## src/rtl/pc_unit_ras.sv

```systemverilog
// pc_unit_ras: fetch program counter with an internal circular return-address stack.
// Ports:
//   clk, rst                      clock and synchronous active-high reset
//   enable                        1 = PC may advance/redirect, 0 = stall
//   trap                          redirect to TRAP_VEC and flush RAS (ignores enable)
//   ret                           pop RAS, redirect to popped address
//   call, jump, jump_address      redirect to jump_address (call also pushes pc_out+STEP)
//   branch_taken, branch_target   redirect to branch_target
//   pc_out                        current fetch PC (registered)
//   ras_empty, ras_full           RAS occupancy, decoded from the entry count
//   ras_overflow                  sticky: a push landed on a full RAS
//   ras_underflow                 one-cycle pulse after a ret on an empty RAS
module pc_unit_ras #(
   parameter int unsigned   N         = 32,
   parameter int unsigned   STEP      = 1,
   parameter logic [N-1:0]  RESET_PC  = '0,
   parameter logic [N-1:0]  TRAP_VEC  = '0,
   parameter int unsigned   RAS_DEPTH = 4
) (
   input  logic         clk,
   input  logic         rst,
   input  logic         enable,
   input  logic         trap,
   input  logic         ret,
   input  logic         call,
   input  logic         jump,
   input  logic [N-1:0] jump_address,
   input  logic         branch_taken,
   input  logic [N-1:0] branch_target,
   output logic [N-1:0] pc_out,
   output logic         ras_empty,
   output logic         ras_full,
   output logic         ras_overflow,
   output logic         ras_underflow
);

   localparam int unsigned PW = $clog2(RAS_DEPTH);
   localparam int unsigned CW = PW + 1;

   logic [N-1:0]  r_pc;
   logic [N-1:0]  r_stack [RAS_DEPTH];
   logic [PW-1:0] r_ptr;   // next free slot; top of stack is r_ptr-1
   logic [CW-1:0] r_cnt;
   logic          r_ovf;
   logic          r_unf;

   logic [N-1:0]  w_pc_inc;
   logic [N-1:0]  w_top;
   logic          w_empty;
   logic          w_full;
   logic [N-1:0]  w_pc_nxt;
   logic [PW-1:0] w_ptr_nxt;
   logic [CW-1:0] w_cnt_nxt;
   logic          w_push;
   logic          w_ovf_set;
   logic          w_unf_nxt;

   assign w_pc_inc = r_pc + N'(STEP);
   assign w_top    = r_stack[r_ptr - PW'(1)];
   assign w_empty  = (r_cnt == CW'(0));
   assign w_full   = (r_cnt == CW'(RAS_DEPTH));

   // Next-PC / RAS update selection, highest priority first
   always_comb begin
      w_pc_nxt  = r_pc;
      w_ptr_nxt = r_ptr;
      w_cnt_nxt = r_cnt;
      w_push    = 1'b0;
      w_ovf_set = 1'b0;
      w_unf_nxt = 1'b0;
      if (trap) begin
         w_pc_nxt  = TRAP_VEC;
         w_cnt_nxt = CW'(0);
      end else if (enable) begin
         if (ret) begin
            if (w_empty) begin
               w_pc_nxt  = w_pc_inc;
               w_unf_nxt = 1'b1;
            end else begin
               w_pc_nxt  = w_top;
               w_ptr_nxt = r_ptr - PW'(1);
               w_cnt_nxt = r_cnt - CW'(1);
            end
         end else if (call) begin
            w_pc_nxt  = jump_address;
            w_push    = 1'b1;
            w_ptr_nxt = r_ptr + PW'(1);
            // Full stack: the slot at r_ptr holds the oldest entry and is overwritten
            if (w_full) w_ovf_set = 1'b1;
            else        w_cnt_nxt = r_cnt + CW'(1);
         end else if (jump) begin
            w_pc_nxt = jump_address;
         end else if (branch_taken) begin
            w_pc_nxt = branch_target;
         end else begin
            w_pc_nxt = w_pc_inc;
         end
      end
   end

   // Control state registers
   always_ff @(posedge clk) begin
      if (rst) begin
         r_pc  <= RESET_PC;
         r_ptr <= '0;
         r_cnt <= '0;
         r_ovf <= 1'b0;
         r_unf <= 1'b0;
      end else begin
         r_pc  <= w_pc_nxt;
         r_ptr <= w_ptr_nxt;
         r_cnt <= w_cnt_nxt;
         r_ovf <= r_ovf | w_ovf_set;
         r_unf <= w_unf_nxt;
      end
   end

   // Stack storage, contents are not reset
   always_ff @(posedge clk) begin
      if (!rst && w_push) r_stack[r_ptr] <= w_pc_inc;
   end

   assign pc_out        = r_pc;
   assign ras_empty     = w_empty;
   assign ras_full      = w_full;
   assign ras_overflow  = r_ovf;
   assign ras_underflow = r_unf;

endmodule
```

## config.mk

```make
export PLATFORM = sky130hd
export DESIGN_NAME = pc_unit_ras
export DESIGN_NICKNAME = d
export VERILOG_FILES = /design/src/rtl/pc_unit_ras.sv
export SDC_FILE = /design/constraint.sdc
export NUM_CORES = 1
export LEC_CHECK = 0
export ABC_AREA = 0
export BUFFER_PORTS_ARGS = -buffer_cell sky130_fd_sc_hd__buf_2
export CAP_MARGIN = 20
export CORE_ASPECT_RATIO = 1.25
export CORE_MARGIN = 10
export CORE_UTILIZATION = 35
export DETAILED_ROUTE_END_ITERATION = 12
export GPL_TIMING_DRIVEN = 0
export PLACE_DENSITY = 0.6
export SYNTH_ARGS = -nofsm -noshare
export SYNTH_HDL_FRONTEND = slang
export SYNTH_SLANG_ARGS = --single-unit
```

## constraint.sdc

```tcl
create_clock -name clk -period 7.8 [get_ports clk]
set_input_delay 1.56 -clock clk [delete_from_list [all_inputs] [get_ports clk]]
set_output_delay 1.56 -clock clk [all_outputs]
set_load 0.005 [all_outputs]
```

==> impl_metrics.yaml, run 1 <==
routing:
  antenna_left: 0
  vias: 6719
  wl_met3_um: 2780
  highest_layer: "met5"
  route.met2.wl_um: 13600
  drc: 0
  wl_per_cell_um: 24.8
  met1_length_um: 11100
  drt-initial-drc-count: 658
  viasPerCell: 5.82
  firstDrtPassIters: 6
  wirelength_um: 28700
timing:
  fin_crit_sh: 0.567
  worst_slew_pin_slew_ns: 1.03
  slew_violations: 0
  fin_tns_setup_ns: 0
  setup_viol: 0
  max_freq_mhz: 226
  worst_clock_skew_ns: 0.00883
  fin_ws_ns: 3.38
  hold_viol: 0
  period_minus_slack_ns: 4.42
  relSlewSlack: 0.310
  rsz0062_at_grt: "no"
grt:
  antenna_found_initial: 3
  grt_pass1_wl_um: 41800
  grt_max_degree: 24
  grt_pass1_vias: 6717
  grt_usage: 0.188
  overflow: 0
clock_tree:
  post_cts_resized: 0
  cts_setup_buffers: 0
  root_buffer: "clkbuf_16"
  cts_tree: "done"
  ctsHtreeMaxLevel: 4
  path_clk_slew_ns: 0.07
  cts_hold_buffers: 0
  cts_buffer_depth: 2
  cts_sinks: 167
  clk_latency_ns: 0.43
  cts_buffers: 17
layout:
  drive_gt1_frac: 0.237
  layout_commonest_cell: "edfxtp_1"
  syn_to_final_growth_pct: 19.1
  nNetsFinal: 925
  final_cell_mix: "edfxtp_1 (128), buf_2 (114), nand2_1 (60), a21oi_1 (46), nor2_1 (44)"
pwr:
  power.density_nw_per_um2: 204
  ir_worst_vdd_mv: 0.146
  p_leak_uw: 0.00355
placement:
  dp_hpwl_um: 20800
  pre_cts_slack_ns: 3.45
  portBuffers: 105
  gp_congestion: 0.879
floorplan:
  ios: 108
  coreArea_um2: 23600
  die_y_um: 193
  die_x_um: 158
  rows: 63
  initial_utilization: 0.353
  die-area_um2: 30500
worst_setup_path:
  cp.required_ns: 6.24
  worstPathMaxFanout: 10
  start_kind: "flop"
  end_kind: "output port"
  critPathArrivalTime_ns: 2.86
  path_class: "flop to output port"
yosys:
  synth_cell_types: 63
  async_reset_ff_frac: 0
  syn_inst: 718
  yosys_warnings: 0
  postSynthAreaPerCell_um2: 11.6
  yosysTopAreaCell: "edfxtp_1"
  synth_edf_count: 128
  ys_ff_latch: 167
  ys_top_cells_by_area: "edfxtp_1 (46%), dfxtp_1 (9.3%), mux4_2 (8.6%)"
  yosysSeqAreaShare: 0.553
  syn_area_um2: 8360
  syn_nets: 796
  yosys.area.top_type_share: 0.460
  yosys_most_used_dff: "edfxtp_1"
hold_path:
  min-delay-path-class: "flop to flop"
flow_run:
  maxCapViolCount: 0
status:
  status: "finished, final reports clean"
==> stage by stage <==
step	total power, uW	hold slack, ns	util	cell area (um2)	std cells
after floorplan	1100	0.466	-	8360	718
after global placement	1190	0.447	0.391	9250	1115
after detailed placement	1190	0.463	0.395	9350	1119
after CTS	2030	0.480	0.421	9950	1151
after global routing	2090	0.500	0.421	9950	1152
final	2030	0.486	0.421	9960	1154
==> cells in the mapped netlist (all sizes together) (5+ instances only) <==
cell type  instances
nand2b             7
nand4             11
xnor2             25
a31oi             10
a221o              5
o221ai             7
xor2               6
mux4              32
o22ai              5
dfxtp             39
clkbuf            41
edfxtp           128
nor4               7
nor2              44
nand2             61
nor3              13
ha                 5
o21a               5
nand3             25
a21o               7
a211oi             6
inv               28
and3              11
nor2b              9
a21oi             46
or2                6
mux2i              6
and2               5
o21ai             41
nand3b             6
o211ai             6
a221oi             5
buf               15
==> worst max-delay path, cell delays in order (launching register included) <==
cell and delay (ns):
dfxtp_1 0.36, or3_1 0.37, clkbuf_1 0.21, inv_1 0.11, clkbuf_1 0.43, buf_1 0.69
buf_2 0.26
==> worst paths after layout <==
| path | start | endpoint | slack [ns] | cells after the start |
|---|---|---|---|---|
| max | r_cnt[2]$_SDFFE_PP0P_ | ras_empty | 3.38 | 6 |
| min | ras_overflow$_SDFF_PP0_ | ras_overflow$_SDFF_PP0_ | 0.49 | 1 |
| max reg2reg | r_ptr[0]$_SDFFE_PP0P_ | pc_out[19]$_SDFFE_PP0P_ | 3.49 | 10 |
| min reg2reg | ras_overflow$_SDFF_PP0_ | ras_overflow$_SDFF_PP0_ | 0.49 | 1 |
==> state kept, by name (all words and copies together) (netlist names) <==
name and cells:
r_stack 128, r_cnt 3, pc_out 32, ras_underflow 1
r_ptr 2, ras_overflow 1
==> power by group <==
group	total (uW)	switching, uW	internal, uW
clock network	852	361	492
logic	205	130	74.8
registers	972	10.5	961
total	2030	501	1530
==> per-layer routing <==
metal,GRT usage,up-vias
li1,-,2993
met1,0.230,3282
met2,0.297,375
met3,0.0540,67
met4,0.0921,2
met5,0,-
==> cell type report <==
type / count / area [um2]
fillers: 2277 / 13700
diodes: 2 / 5.00
clock buffers: 19 / 453
repair buffers: 110 / 626
clock inverters: 13 / 146
flip-flops and latches: 167 / 4620
plain buffers: 56 / 230
well taps: 292 / 365
multi-input cells: 467 / 3400
inverters: 28 / 105
==> cell families after synthesis <==
| group | after synthesis | share of synthesized area |
|---|---|---|
| AND/OR/NAND/NOR | 220 | 0.137 |
| AO/OA/AOI/OAI | 170 | 0.132 |
| flip-flops | 167 | 0.553 |
| buffers and inverters | 84 | 0.0401 |
| multiplexers | 40 | 0.0961 |
| XOR/XNOR | 31 | 0.0325 |
| adder cells (fa/ha/maj) | 6 | 0.00988 |
Power figures use the tool's default switching activity.
==> run 2: changes to the inputs <==
--- a/config.mk
+++ b/config.mk
@@ -13,7 +13,7 @@
 export CORE_UTILIZATION = 35
 export DETAILED_ROUTE_END_ITERATION = 12
 export GPL_TIMING_DRIVEN = 0
-export PLACE_DENSITY = 0.6
+export PLACE_DENSITY = 0.62
 export SYNTH_ARGS = -nofsm -noshare
 export SYNTH_HDL_FRONTEND = slang
 export SYNTH_SLANG_ARGS = --single-unit
==> constraint.sdc (replaced) <==
create_clock -name clk -period 3.81 [get_ports clk]
set_input_delay 0.762 -clock clk [delete_from_list [all_inputs] [get_ports clk]]
set_output_delay 0.762 -clock clk [all_outputs]
set_load 0.005 [all_outputs]
==> run 2 against run 1 <==
  * Sequential cell count did not move
  * Critical endpoint is now pc_out[22]$_SDFFE_PP0P_
  * Largest cell class unchanged
  * First-iteration DRC count rose by 24%
  * Core utilization rose by 0.053 points
  * Hold slack improved by 0.0073 ns
  * Via count rose by 2.5%
  * Power rose by 110%
  * Register-to-register slack got worse by 3.3 ns
  * Critical path type is now flop to flop
  * Clock skew fell by 0.0023 ns
  * Combinational power rose by 110%
  * Sequential power rose by 100%
  * Die area did not move
  * Critical path depth rose by 5
==> impl_metrics.yaml, run 2 (synthesis gave the netlist of run 1 again) <==
routing:
  met1_length_um: 11500
  wirelength_um: 29700
  drc: 0
  wl_met3_um: 2730
  viasPerCell: 5.98
  route.met2.wl_um: 14200
  wl_per_cell_um: 25.8
  drt-initial-drc-count: 817
  highest_layer: "met4"
  firstDrtPassIters: 6
  vias: 6885
  antenna_left: 0
layout:
  regArea_um2: 4620
  final_cell_mix: "edfxtp_1 (128), buf_2 (113), nand2_1 (60), a21oi_1 (46), nor2_1 (44)"
  syn_to_final_growth_pct: 19.3
  multi_input_comb_area_um2: 3400
  fill_cells: 2279
  nNetsFinal: 924
  largest_reg_flops: 128
  layout_commonest_cell: "edfxtp_1"
  drive_gt1_frac: 0.237
  finalInstanceArea_um2: 9970
  largest_register: "r_stack"
worst_setup_path:
  path_class: "flop to flop"
  start_kind: "flop"
  worstReg2RegEnd: "pc_out[22]$_SDFFE_PP0P_"
  ff2ff_setup_slack_ns: 0.21
  timing.rr.start: "r_ptr[0]$_SDFFE_PP0P_"
  end_kind: "flop"
  cp.required_ns: 4.10
  critPathArrivalTime_ns: 3.88
  r2r_cells: 11
  worstPathMaxFanout: 10
hold_path:
  min-delay-path-class: "flop to flop"
  worstHoldStart: "ras_overflow$_SDFF_PP0_"
  hold_depth: 1
  hold_end: "ras_overflow$_SDFF_PP0_"
pwr:
  switching_share: 0.238
  clkPwrFrac: 0.427
  finalPower_uw: 4220
  p_switching_uw: 1000
  pwr-share-seq: 0.472
  ir_worst_vdd_mv: 0.317
  combinationalPowerShare: 0.101
  power.density_nw_per_um2: 423
  p_leak_uw: 0.00356
  p_int_uw: 3220
floorplan:
  ios: 108
  initial_utilization: 0.353
  die-area_um2: 30500
  die_y_um: 193
  rows: 63
  coreArea_um2: 23600
  die_x_um: 158
clock_tree:
  cts_buffer_depth: 2
  cts_tree: "done"
  cts_setup_buffers: 0
  root_buffer: "clkbuf_16"
  ctsHtreeMaxLevel: 4
  clk_latency_ns: 0.43
  cts_sinks: 167
  cts_hold_buffers: 0
  path_clk_slew_ns: 0.06
  cts_buffers: 17
grt:
  grt_usage: 0.195
  grt_max_degree: 29
  overflow: 0
  antenna_found_initial: 1
  grt_pass1_wl_um: 43800
  grt_pass1_vias: 7029
placement:
  pre_cts_slack_ns: -0.525
  dp_hpwl_um: 21000
  portBuffers: 105
  placed_area_um2: 9340
  gp_congestion: 0.927
timing:
  period_minus_slack_ns: 3.60
  slew_violations: 0
  fin_crit_sh: 0.944
  max_freq_mhz: 278
  worst_clock_skew_ns: 0.00649
  hold_viol: 0
  rsz0062_at_grt: "no"
  setup_viol: 0
  fin_ws_ns: 0.214
  relSlewSlack: 0.291
  worst_slew_pin_slew_ns: 1.05
flow_run:
  maxCapViolCount: 0
status:
  status: "finished, final reports clean"
run 2: cell count changes in the layout (fill, tap and decap cells not counted), sizes merged:
cell / delta
buf: -3
bufinv: +2
inv: -2
clkbuf: +1
clkdlybuf4s15: +1
diode: -1
run 2: worst max path at each step:
stage                               start                       end  slack, ns  cells past startpoint
floorplan           r_ptr[0]$_SDFFE_PP0P_   pc_out[19]$_SDFFE_PP0P_       0.69                     10
global placement                     trap  r_stack[0][26]$_DFFE_PP_      -0.60                      5
detailed placement  r_ptr[0]$_SDFFE_PP0P_   pc_out[28]$_SDFFE_PP0P_      -0.53                     10
CTS                 r_ptr[0]$_SDFFE_PP0P_   pc_out[31]$_SDFFE_PP0P_       0.01                     11
global route        r_ptr[0]$_SDFFE_PP0P_   pc_out[19]$_SDFFE_PP0P_       0.04                     10
finish              r_ptr[0]$_SDFFE_PP0P_   pc_out[22]$_SDFFE_PP0P_       0.21                     11
run 2: critical path, cell delays in order (launching register included):
cell	delay, ns
dfxtp_1	0.37
clkbuf_1	0.38
clkbuf_4	0.38
inv_1	0.13
ha_1	0.29
clkbuf_1	0.43
clkdlybuf4s15_2	0.58
mux4_2	0.38
a21oi_1	0.17
o41ai_1	0.09
a31oi_1	0.16
o22ai_1	0.10
run 2: cell type report:
cell class / instances / share of cell area
clock buffers: 19 / 0.0434
repair buffers: 109 / 0.0615
flip-flops and latches: 167 / 0.464
diodes: 1 / 0.000251
multi-input cells: 467 / 0.341
plain buffers: 56 / 0.0245
well taps: 292 / 0.0366
clock inverters: 13 / 0.0181
inverters: 28 / 0.0105
run 2: power by group through the flow:
stage / combinational (uW) / clock [uW] / sequential [uW]
2_1_floorplan: 237 / 0 / 2020
6_report: 428 / 1800 / 1990
3_5_place_dp: 417 / 0 / 2030
3_3_place_gp: 412 / 0 / 2030
4_1_cts: 421 / 1820 / 1990
5_1_grt: 456 / 1890 / 1990
run 2: per-stage QoR:
stage / util / TNS (ns) / hold slack [ns] / instances
detailed placement: 0.395 / -10.47 / 0.470 / 1119
global placement: 0.391 / -81.52 / 0.451 / 1115
floorplan: - / 0 / 0.466 / 718
global route: 0.422 / 0 / 0.522 / 1151
finish: 0.422 / 0 / 0.493 / 1152
CTS: 0.422 / 0 / 0.486 / 1151
run 2: routing by layer:
metal  up-vias  GRT usage
met5         -          0
met4         0      0.100
met3        87     0.0410
met2       405      0.317
met1      3401      0.239
li1       2992          -
run 2: timing repair:
| action | in CTS | in global routing |
|---|---|---|
| pin swaps | 0 | 0 |
| gates resized for setup | 5 | 5 |
| endpoints found under the setup margin | 28 | 26 |
| endpoints found under the hold margin | 0 | 0 |
